`src/rtl/ex_mem_pkg.sv`:
```
// ex_mem_pkg: shared BHW encodings and halt/exception FSM states for the EX/MEM stage
package ex_mem_pkg;
    localparam logic [2:0] BHW_B  = 3'b000;
    localparam logic [2:0] BHW_H  = 3'b001;
    localparam logic [2:0] BHW_W  = 3'b011;
    localparam logic [2:0] BHW_BU = 3'b100;
    localparam logic [2:0] BHW_HU = 3'b101;
    typedef enum logic [1:0] {
        ST_RUN    = 2'b00,
        ST_EXC    = 2'b01,
        ST_HALTED = 2'b10
    } state_t;
endpackage

```
`src/rtl/ex_mem_pipe_align_check.sv`:
```
// align_check: flags a memory access whose address is not aligned to its BHW access size
module align_check
    import ex_mem_pkg::*;
(
    input  logic [1:0] addr,
    input  logic [2:0] bhw,
    input  logic       read,
    input  logic       write,
    output logic       misaligned
);
    // halfwords need addr[0]=0, words need addr[1:0]=0, bytes are always aligned
    always_comb
        misaligned = (read | write) &
                     ((bhw == BHW_H || bhw == BHW_HU) ? addr[0] :
                      (bhw == BHW_W)                  ? |addr   : 1'b0);
endmodule

```
`src/rtl/ex_mem_pipe.sv`:
```
// ex_mem_pipe: EX/MEM pipeline register with stall/flush, misalignment trap and halt FSM
// Optional: define EX_MEM_PERF_CNT_EN to add saturating load/store counters o_load_cnt/o_store_cnt.
module ex_mem_pipe
    import ex_mem_pkg::*;
#(
    parameter int NB_WIDTH = 32,
    parameter int NB_REG   = 5
`ifdef EX_MEM_PERF_CNT_EN
    ,
    parameter int NB_CNT   = 16
`endif
)(
    input  logic                i_clk,
    input  logic                i_reset,
    input  logic                i_valid,
    input  logic [NB_WIDTH-1:0] i_alu_result,
    input  logic [NB_WIDTH-1:0] i_rt_data,
    input  logic [NB_REG-1:0]   i_rd_addr,
    input  logic                i_mem_read,
    input  logic                i_mem_write,
    input  logic [2:0]          i_bhw,
    input  logic                i_reg_write,
    input  logic                i_mem_to_reg,
    input  logic                i_halt,
    input  logic                i_stall,
    input  logic                i_flush,
    input  logic                i_exc_clr,
    input  logic                i_resume,
    output logic                o_valid,
    output logic                o_mem_read,
    output logic                o_mem_write,
    output logic                o_reg_write,
    output logic                o_mem_to_reg,
    output logic [NB_WIDTH-1:0] o_alu_result,
    output logic [NB_WIDTH-1:0] o_store_data,
    output logic [NB_REG-1:0]   o_rd_addr,
    output logic [2:0]          o_bhw,
    output logic                o_stall_req,
    output logic                o_halted,
    output logic                o_exc,
    output logic [NB_WIDTH-1:0] o_exc_addr
`ifdef EX_MEM_PERF_CNT_EN
    ,
    output logic [NB_CNT-1:0]   o_load_cnt,
    output logic [NB_CNT-1:0]   o_store_cnt
`endif
);
    state_t state;
    logic   mis_raw;
    logic   mis;
    logic   ld;

    align_check u_align (
        .addr       (i_alu_result[1:0]),
        .bhw        (i_bhw),
        .read       (i_mem_read),
        .write      (i_mem_write),
        .misaligned (mis_raw)
    );

    assign mis         = i_valid & mis_raw;
    assign ld          = ~i_flush & ~i_stall & (state == ST_RUN);
    assign o_stall_req = (state != ST_RUN);
    assign o_halted    = (state == ST_HALTED);

    // pipeline register: flush clears controls only, frozen/stalled holds, otherwise load gated controls
    always_ff @(posedge i_clk or negedge i_reset) begin
        if (!i_reset) begin
            o_valid      <= 1'b0;
            o_mem_read   <= 1'b0;
            o_mem_write  <= 1'b0;
            o_reg_write  <= 1'b0;
            o_mem_to_reg <= 1'b0;
            o_alu_result <= '0;
            o_store_data <= '0;
            o_rd_addr    <= '0;
            o_bhw        <= '0;
        end else if (i_flush) begin
            o_valid      <= 1'b0;
            o_mem_read   <= 1'b0;
            o_mem_write  <= 1'b0;
            o_reg_write  <= 1'b0;
            o_mem_to_reg <= 1'b0;
        end else if (ld) begin
            o_valid      <= i_valid;
            o_mem_read   <= i_valid & i_mem_read & ~mis;
            o_mem_write  <= i_valid & i_mem_write & ~mis;
            o_reg_write  <= i_valid & i_reg_write & ~mis;
            o_mem_to_reg <= i_valid & i_mem_to_reg;
            o_alu_result <= i_alu_result;
            o_store_data <= i_rt_data;
            o_rd_addr    <= i_rd_addr;
            o_bhw        <= i_bhw;
        end
    end

    // halt/exception FSM with sticky exception flag; a misaligned access beats a halt in the same instruction
    always_ff @(posedge i_clk or negedge i_reset) begin
        if (!i_reset) begin
            state      <= ST_RUN;
            o_exc      <= 1'b0;
            o_exc_addr <= '0;
        end else if (ld && mis) begin
            state      <= ST_EXC;
            o_exc      <= 1'b1;
            o_exc_addr <= i_alu_result;
        end else if (ld && i_valid && i_halt) begin
            state <= ST_HALTED;
        end else if (state == ST_EXC && i_exc_clr) begin
            state <= ST_RUN;
            o_exc <= 1'b0;
        end else if (state == ST_HALTED && i_resume) begin
            state <= ST_RUN;
        end
    end

`ifdef EX_MEM_PERF_CNT_EN
    // saturating counters of loaded valid aligned loads and stores
    always_ff @(posedge i_clk or negedge i_reset) begin
        if (!i_reset) begin
            o_load_cnt  <= '0;
            o_store_cnt <= '0;
        end else begin
            if (ld && i_valid && i_mem_read && !mis && !(&o_load_cnt))
                o_load_cnt <= o_load_cnt + 1'b1;
            if (ld && i_valid && i_mem_write && !mis && !(&o_store_cnt))
                o_store_cnt <= o_store_cnt + 1'b1;
        end
    end
`endif
endmodule

```
`config.mk`:
```
export PLATFORM = sky130hd
export DESIGN_NAME = ex_mem_pipe
export DESIGN_NICKNAME = d
export VERILOG_FILES = /design/src/rtl/ex_mem_pkg.sv /design/src/rtl/ex_mem_pipe_align_check.sv /design/src/rtl/ex_mem_pipe.sv
export SDC_FILE = /design/constraint.sdc
export NUM_CORES = 1
export LEC_CHECK = 0
export CAP_MARGIN = 15
export CORE_UTILIZATION = 60
export DETAILED_ROUTE_END_ITERATION = 8
export DONT_BUFFER_PORTS = 1
export PLACE_DENSITY = 0.76
export SYNTH_ARGS = -nofsm -noshare
export SYNTH_HDL_FRONTEND = slang
export SYNTH_SLANG_ARGS = --single-unit
```
`constraint.sdc`:
```
create_clock -name i_clk -period 1.9 [get_ports i_clk]
set_clock_uncertainty 0.1 [all_clocks]
set_input_delay 0.285 -clock i_clk [delete_from_list [all_inputs] [get_ports i_clk]]
set_output_delay 0.285 -clock i_clk [all_outputs]
set_load 0.05 [all_outputs]
```
==> results of run 1 <==
-- cell families (layout without fill, tap and decap cells) --
logic type,after synthesis,after routing,synth area share
compound gates,11,11,0.0221
buf+inv,13,101,0.0245
flops,112,112,0.661
mux,104,104,0.276
simple gates,11,11,0.0168
-- repair_timing --
item	in CTS	in global routing
gates resized for setup	0	3
setup endpoints to repair	0	13
endpoints found under the hold margin	221	112
-- critical path: cells and delay by family (launching register included) --
family,cells,cell delay (ns)
flops,1,0.46
simple gates,2,0.59
mux,1,0.35
buf+inv,1,0.18
-- cell type report --
class	count	area, sq um	area share
multi-input cells	126	1350	0.254
repair buffers	85	860	0.162
clock inverters	5	32.5	0.00613
flip-flops and latches	112	2800	0.528
well taps	96	120	0.0226
clock buffers	11	141	0.0267
-- per-stage QoR --
stage / hold slack, ns / std cells / setup slack (ns) / util
2_1_floorplan: -0.111 / 251 / 0.211 / -
4_1_cts: -0.505 / 435 / 0.0275 / 0.780
3_3_place_gp: -0.109 / 342 / 0.124 / 0.641
5_1_grt: -0.513 / 435 / 0.0169 / 0.781
6_report: -0.477 / 435 / 0.0868 / 0.781
3_5_place_dp: -0.108 / 342 / 0.0498 / 0.641
-- metal layers --
layer,share of wire,track usage,up-vias
met5,0,0,-
met4,0.024,0.111,0
met3,0.088,0.0837,22
met2,0.53,0.406,121
met1,0.36,0.277,1232
li1,-,-,1055
-- how the worst min path moves through the flow --
stage            start  slack [ns]          endpoint
2_1_floorplan  i_reset       -0.11   o_alu_result[0]
3_3_place_gp   i_reset       -0.11      o_rd_addr[0]
3_5_place_dp   i_reset       -0.11   o_store_data[1]
4_1_cts        i_reset       -0.50  o_alu_result[22]
5_1_grt        i_reset       -0.51  o_alu_result[22]
6_report       i_reset       -0.48   o_store_data[1]
-- cells in the final DEF (no fill, tap or decap), types with 2 or more instances in the layout --
master,instances
dfrtp_1,112
dlygate4sd3_1,77
mux2_2,76
mux2_1,28
clkbuf_8,10
buf_4,5
a21o_1,4
a32o_1,4
clkinvlp_4,3
clkinv_2,2
buf_12,2
==> metrics.txt, run 1 <==
number of diodes=0; worst endpoint required time=about 2 ns; port bufs=0; sum of routed wire length over all layers=8.74 mm; FFs w/ async S/R, synth=1.00; count of filler cells inserted in the layout=~380; Netlist cell types=22; Worst path slowest cell=dfrtp_1; I/O pin count=between 150 and 200; maximum number of buffers from clock root to sink=2; Post-DP Area=4350 sq um; maximum level of the CTS H-tree=3; final setup violating endpoints=0; fraction of synthesized cell area taken by the top area cell type=0.661; final-report hold violation count=112; final number of max-transition violations=0; cells after synthesis=between 200 and 300; Top Registers=o_alu_result (32), o_exc_addr (32), o_store_data (32); critical path capture point type=flop; Primary FF master, synth=dfrtp_1; worst min path class=in -> async; site row count=30; worst setup path class=reg -> reg; part of the cycle the worst path needs=0.954; area overhead of the layout relative to synthesis=25.0%; Data arrival, critical path=slightly below 2 ns; number of iterations in the first detailed-routing pass=4; yosys warns=0; worst max-slew margin expressed relative to the limit=0.654; TritonCTS clock tree=done; TritonCTS sink count=112; count of maximum capacitance violations=0; cell types with the highest counts after synthesis=dfrtp_1 (112), mux2_2 (76), mux2_1 (28); average via count per standard cell=5.59; wire length of the first global-routing pass=13.4 mm; transition time at the pin with the least slew margin=0.518 ns; final weighted congestion in routability-driven placement=~0.67; run status=finished, violations left; Post-Layout Inst Area=5300 sq um; final global-route overflow total=0; Setup crit start=state[1]; termination of the worst setup path=o_exc_addr[8]; Worst Path Max Fanout=21; clock root cell=clkbuf_8; die height=86.1 um; # DRC=0; number of clock buffers inserted by TritonCTS=9; Core Footprint=between 6000 and 7000 sq um; hold bufs inserted after CTS=77; top area cells in the synthesized netlist=dfrtp_1 (66%), mux2_2 (20%), mux2_1 (7.4%); critical register-to-register path endpoint=o_exc_addr[8]; total half-perimeter wirelength after legalization and detailed placement=5.44 mm; clock transition at the register clock pins on the worst setup and hold paths after CTS=0.09 ns; fraction of layout cells with a size suffix above 1=0.301; antenna violations before repair=0; post-synthesis sequential area ratio=0.661; kind of start point of the critical path=flop; Post-CTS Setup Repair Bufs=0; FF-to-FF setup slack=slightly below 0.09 ns; number of nets produced by synthesis=335; First DRT Iteration DRCs=84; vias after detailed routing=2430; number of enable flip-flop cells after synthesis=0; Worst R2R Start=state[1]; mean routed wirelength per cell=20.1 um; Highest Clock Rate=0.552 GHz; vias in the first global route=2602; depth of the worst register-to-register path=4; die area=7410 sq um; minimum clock period=1.81 ns; number of flip-flops and latches in the synthesized netlist=112; mapped cell area=4240 sq um; worst hold margin=-0.477 ns; top cell type by total area after synthesis=dfrtp_1; most numerous cell in the Yosys netlist=dfrtp_1; Global Route Usage Sum=0.241; Die Wd=86.1 um; largest incremental delay on the critical path=0.46 ns; Final TNS setup=0 ns; count of antenna-violating nets left after detailed routing=0; Mapped Avg Cell Area=16.9 sq um; starting utilization of the core area=0.624; setup repair after global routing missed its margin=false; insertion delay to the later sink of the worst-skew pair=0.35 ns; series of cell instances along the critical path=nor4_4 > and4_4 > buf_12 > mux2_1; pin count of the biggest net entering global routing=113; number of nets at the end of the flow=418; failing checks=negative hold slack
Power of run 1 is not shown: default switching activity piles up to over one toggle a cycle in this logic, so the estimate is an artifact.
==> run 2: changes to the inputs <==
--- a/config.mk
+++ b/config.mk
@@ -6,10 +6,12 @@
 export NUM_CORES = 1
 export LEC_CHECK = 0
 export CAP_MARGIN = 15
-export CORE_UTILIZATION = 60
+export CELL_PAD_IN_SITES_DETAIL_PLACEMENT = 1
+export CELL_PAD_IN_SITES_GLOBAL_PLACEMENT = 1
+export CORE_UTILIZATION = 49
 export DETAILED_ROUTE_END_ITERATION = 8
 export DONT_BUFFER_PORTS = 1
-export PLACE_DENSITY = 0.76
+export PLACE_DENSITY_LB_ADDON = 0.1
 export SYNTH_ARGS = -nofsm -noshare
 export SYNTH_HDL_FRONTEND = slang
 export SYNTH_SLANG_ARGS = --single-unit
==> run 2 against run 1 <==
Effect of this change:
- design area up 1.8%
- the run still ends with negative hold slack left
- worst setup slack better by 0.011 ns
- cell count up 2.1%
- critical path depth unchanged
==> metrics.txt, run 2 (synthesis results as in run 1) <==
commonest non-fill, non-tap cells in the layout=dfrtp_1 (112), dlygate4sd3_1 (77), mux2_2 (76); sum of routed wire length over all layers=9.88 mm (+13%); Post-Layout Inst Area=5400 sq um (+1.8%); wire length of the first global-routing pass=15.0 mm (+12%); clock transition at the register clock pins on the worst setup and hold paths after CTS=0.11 ns (+0.02 ns); Data arrival, critical path=1.95 ns (about the same); # DRC=0 (unchanged); worst min path class=in -> async; Final TNS setup=0 ns (unchanged); Global Route Usage Sum=0.228 (-0.0126); Worst Path Max Fanout=17 (-19%); vias after detailed routing=2446 (+0.66%); fraction of layout cells with a size suffix above 1=0.304 (+0.00295); kind of start point of the critical path=flop; die area=9030 sq um (+22%); transition time at the pin with the least slew margin=0.520 ns (+0.00162 ns); pin count of the biggest net entering global routing=113 (unchanged); total area of multi-input combinational cells=1350 sq um (about the same); I/O pin count=196 (unchanged); power density normalized to cell area=roughly 2000 nW/um^2; TritonCTS clock tree=done; average via count per standard cell=5.51 (-1.4%); mean routed wirelength per cell=22.3 um (+11%); critical path capture point type=flop; number of diodes=0 (unchanged); part of the cycle the worst path needs=0.949 (-0.00565); TritonCTS sink count=112 (unchanged); minimum clock period=1.80 ns (-0.0107 ns); maximum number of buffers from clock root to sink=2 (unchanged); clock root cell=clkbuf_8; die height=95.1 um (+10%); largest incremental delay on the critical path=0.42 ns (-0.04 ns); area taken by flip-flops and latches=2800 sq um (unchanged); failing checks=negative hold slack; final setup violating endpoints=0 (unchanged); vias in the first global route=2791 (+7.3%); starting utilization of the core area=0.511 (-0.113); series of cell instances along the critical path=nor4_4 > and4_2 > buf_12 > mux2_1; final-report hold violation count=112 (unchanged); run status=finished, violations left; leading cell type in the layout, fill and taps excluded=dfrtp_1; Post-DP Area=4390 sq um (+0.83%); P_leak=0.00235 uW; count of maximum capacitance violations=0 (unchanged); setup repair after global routing missed its margin=false; Core Footprint=8300 sq um (+22%); worst max-slew margin expressed relative to the limit=0.653 (-0.00108); number of clock buffers inserted by TritonCTS=9 (unchanged); Highest Clock Rate=0.555 GHz (+0.60%); final weighted congestion in routability-driven placement=0.726 (+7.9%); cell family with most CP delay=simple AND/OR/NAND/NOR gates; final core area utilization=0.651 (-0.130); number of iterations in the first detailed-routing pass=3 (-1); count of filler cells inserted in the layout=749 (+95%); insertion delay to the later sink of the worst-skew pair=0.35 ns (about the same); filler-free cell count of the finished design=444 (+2.1%); count of antenna-violating nets left after detailed routing=0 (unchanged); hold bufs inserted after CTS=77 (unchanged); First DRT Iteration DRCs=43 (-49%); Worst path slowest cell=dfrtp_1; final global-route overflow total=0 (unchanged); port bufs=0 (unchanged); worst setup path class=reg -> reg; site row count=33 (+10%); maximum vdd ir drop=approximately 1.1 mV; worst endpoint required time=2.04 ns (+0.02 ns); number of cells in the design after placement=351 (+2.6%); Die Wd=95.1 um (+10%); final number of max-transition violations=0 (unchanged); worst hold margin=-0.501 ns (-0.0238 ns); worst path bufs/invs=1 (unchanged); area overhead of the layout relative to synthesis=27.2%; maximum level of the CTS H-tree=3 (unchanged); antenna violations before repair=0 (unchanged); Top Registers=o_alu_result (32), o_exc_addr (32), o_store_data (32); number of nets at the end of the flow=418 (unchanged); total half-perimeter wirelength after legalization and detailed placement=5.96 mm (+9.6%)
run 2: cell types whose count changed in the layout (fill, tap and decap cells not counted):
cell / change
inv_6: +2
buf_4: -2
buf_12: +2
clkinvlp_4: -2
and4_2: +1
and4_4: -1
bufinv_16: +2
clkbuf_1: -1
and2_1: -1
clkinv_2: -2
inv_8: +1
and2_0: +1
run 2: what timing repair did:
item                                    CTS  global route
endpoints found under the setup margin    0             4
buffers inserted                          0             0
hold endpoints to repair                221           112
gates resized for setup                   0             1
run 2: path summary, 6_finish.rpt:
| check | cells past startpoint | slack (ns) | start | end |
|---|---|---|---|---|
| max in group asynchronous | 0 | 2.01 | i_reset | o_store_data[6] |
| worst min register to register | 2 | 0.60 | state[0] | state[0] |
| worst max-delay path | 4 | 0.1 | state[1] | o_exc_addr[13] |
| worst min-delay path | 0 | -0.50 | i_reset | o_rd_addr[4] |
| min in group i_clk | 2 | 0.02 | i_resume | state[1] |
| worst max register to register | 4 | 0.1 | state[1] | o_exc_addr[13] |
run 2: stage by stage:
stage,total power (uW),setup WS [ns]
final,10600,0.0976
after global routing,11000,0.00502
after CTS,10700,0.0701
after detailed placement,8920,0.0813
after global placement,8810,0.135
after floorplan,8450,0.211
run 2: area by class of cell:
cell class                      count  share of cell area
Clock buffer                       10              0.0255
Multi-Input combinational cell    126               0.249
Timing Repair Buffer               85               0.164
Tap cell                          105              0.0243
Sequential cell                   112               0.519
Clock inverter                      6              0.0178
run 2: routing by layer:
layer / routed length, um / track usage
met1: 3580 / 0.248
met2: 5250 / 0.405
met3: 909 / 0.0837
met4: 145 / 0.0859
met5: 0 / 0
run 2: where the power goes:
part           internal (uW)  switching, uW
Sequential              3300           4270
Combinational            933            512
Clock                    798            810
Total                   5030           5590
Power figures use the tool's default switching activity.
==> run 3: changes to the inputs <==
--- a/config.mk
+++ b/config.mk
@@ -8,6 +8,7 @@
 export CAP_MARGIN = 15
 export CELL_PAD_IN_SITES_DETAIL_PLACEMENT = 1
 export CELL_PAD_IN_SITES_GLOBAL_PLACEMENT = 1
+export CORE_ASPECT_RATIO = 1.75
 export CORE_UTILIZATION = 49
 export DETAILED_ROUTE_END_ITERATION = 8
 export DONT_BUFFER_PORTS = 1
==> run 3 against run 2 <==
Effect of this change:
- the flow still finishes with violations (negative hold slack)
- critical path depth unchanged
- sequential power is essentially flat
- worst setup slack lost 0.024 ns
- largest cell class unchanged
==> metrics.txt, run 3 (synthesis results as in run 1) <==
worst path bufs/invs=1 (unchanged); total half-perimeter wirelength after legalization and detailed placement=5.96 mm (about the same); count of maximum capacitance violations=0 (unchanged); kind of start point of the critical path=flop; starting utilization of the core area=0.507 (-0.00420); setup repair after global routing missed its margin=false; First DRT Iteration DRCs=144 (+230%); # DRC=0 (unchanged); number of iterations in the first detailed-routing pass=4 (+1); Die Wd=72.3 um (-24%); critical path capture point type=flop; Worst Path Max Fanout=12 (-5); final weighted congestion in routability-driven placement=0.778 (+7.2%); largest incremental delay on the critical path=0.42 ns (about the same); Data arrival, critical path=1.95 ns (about the same); TritonCTS sink count=112 (unchanged); power density normalized to cell area=2000 nW/um^2 (+1.8%); Core Footprint=8370 sq um (+0.83%); cell family with most CP delay=simple AND/OR/NAND/NOR gates; count of cell instances traversed by the critical path=4 (unchanged); vias after detailed routing=2480 (+1.4%); final setup violating endpoints=0 (unchanged); series of cell instances along the critical path=nor4_4 > and4_2 > buf_4 > mux2_1; worst endpoint required time=2.03 ns (about the same); depth of the worst register-to-register path=4 (unchanged); number of clock buffers inserted by TritonCTS=9 (unchanged); count of antenna-violating nets left after detailed routing=0 (unchanged); I/O pin count=196 (unchanged); worst hold margin=-0.472 ns (+0.0294 ns); transition time at the pin with the least slew margin=0.524 ns (+0.00408 ns); Post-Layout Inst Area=5450 sq um (+0.90%); Highest Clock Rate=0.548 GHz (-1.3%); final-report hold violation count=112 (unchanged); Setup WS post-layout=0.0740 ns (-0.0236 ns); site row count=44 (+33%); Global Route Usage Sum=0.239 (+0.0104); number of nets at the end of the flow=418 (unchanged); number of diodes=0 (unchanged); run status=finished, violations left; maximum level of the CTS H-tree=3 (unchanged); clock transition at the register clock pins on the worst setup and hold paths after CTS=0.07 ns (-0.04 ns); port bufs=0 (unchanged); P_leak=0.00237 uW (+0.98%); pin count of the biggest net entering global routing=113 (unchanged); worst max-slew margin expressed relative to the limit=0.651 (-0.00272); failing checks=negative hold slack; commonest non-fill, non-tap cells in the layout=dfrtp_1 (112), dlygate4sd3_1 (77), mux2_2 (76); Worst path slowest cell=dfrtp_1; Top Registers=o_alu_result (32), o_exc_addr (32), o_store_data (32); die height=125 um (+32%); termination of the worst setup path=o_exc_addr[28]; Setup crit start=state[1]; maximum vdd ir drop=1.27 mV (+17%); maximum number of buffers from clock root to sink=2 (unchanged); area overhead of the layout relative to synthesis=28.4%; average via count per standard cell=5.46 (-0.84%); antenna violations before repair=0 (unchanged); worst setup path class=reg -> reg; number of gates resized after cts=0 (unchanged); sum of routed wire length over all layers=10.1 mm (+1.9%); minimum clock period=1.83 ns (+0.0236 ns); Post-DP Area=4380 sq um (-0.28%); FF-to-FF setup slack=0.07 ns (-0.02 ns); mean routed wirelength per cell=22.2 um (-0.38%); final global-route overflow total=0 (unchanged); Final TNS setup=0 ns (unchanged); final number of max-transition violations=0 (unchanged); wire length of the first global-routing pass=15.9 mm (+5.7%); Worst R2R Start=state[1]; insertion delay to the later sink of the worst-skew pair=0.35 ns (about the same); worst min path class=in -> async; minimum setup slack after placement=0.0830 ns (+0.00169 ns); clock root cell=clkbuf_16; die area=9050 sq um (+0.16%); leading cell type in the layout, fill and taps excluded=dfrtp_1; part of the cycle the worst path needs=0.961 (+0.0124); vias in the first global route=2868 (+2.8%); fraction of layout cells with a size suffix above 1=0.301 (-0.00295); Power Total=10900 uW (+2.7%); TritonCTS clock tree=done; critical register-to-register path endpoint=o_exc_addr[28]
run 3: metrics by stage:
step           instances  utilization
4_1_cts              453        0.650
3_3_place_gp         361        0.523
5_1_grt              454        0.651
2_1_floorplan        251            -
6_report             454        0.651
3_5_place_dp         361        0.523
run 3: metal layers:
| metal | vias up | wire length, um | track usage |
|---|---|---|---|
| met1 | 1254 | 3410 | 0.257 |
| li1 | 1055 | - | - |
| met5 | - | 0 | 0 |
| met2 | 144 | 5330 | 0.405 |
| met3 | 27 | 990 | 0.0967 |
| met4 | 0 | 331 | 0.101 |
run 3: where the power goes:
group	switching [uW]	total, uW	internal, uW
clock	817	1870	1060
combinational	517	1440	921
sequential	4290	7590	3300
total	5630	10900	5280
run 3: area by class of cell:
class                           count  area [sq um]
Clock buffer                       11           243
Multi-Input combinational cell    126          1350
Timing Repair Buffer               85           856
Fill cell                         717          2920
Sequential cell                   112          2800
Tap cell                          115           144
Clock inverter                      5          56.3
run 3: how the worst min path moves through the flow:
stage / cells past startpoint / to / startpoint / slack [ns]
final: 0 / o_alu_result[6] / i_reset / -0.47
after floorplan: 0 / o_alu_result[0] / i_reset / -0.11
after detailed placement: 0 / o_alu_result[6] / i_reset / -0.11
after global routing: 0 / o_alu_result[6] / i_reset / -0.49
after global placement: 0 / o_exc_addr[10] / i_reset / -0.11
after CTS: 0 / o_alu_result[6] / i_reset / -0.49
run 3: repair_timing:
item,4_1_cts,5_1_grt
endpoints found under the hold margin,220,113
setup buffers,0,0
hold buffers,76,1
endpoints found under the setup margin,0,0
run 3: worst register-to-register path, cell delays in order (launching register included):
cell and delay, ns:
dfrtp_1 0.42, nor4_4 0.30, and4_2 0.31, buf_4 0.23, mux2_1 0.36
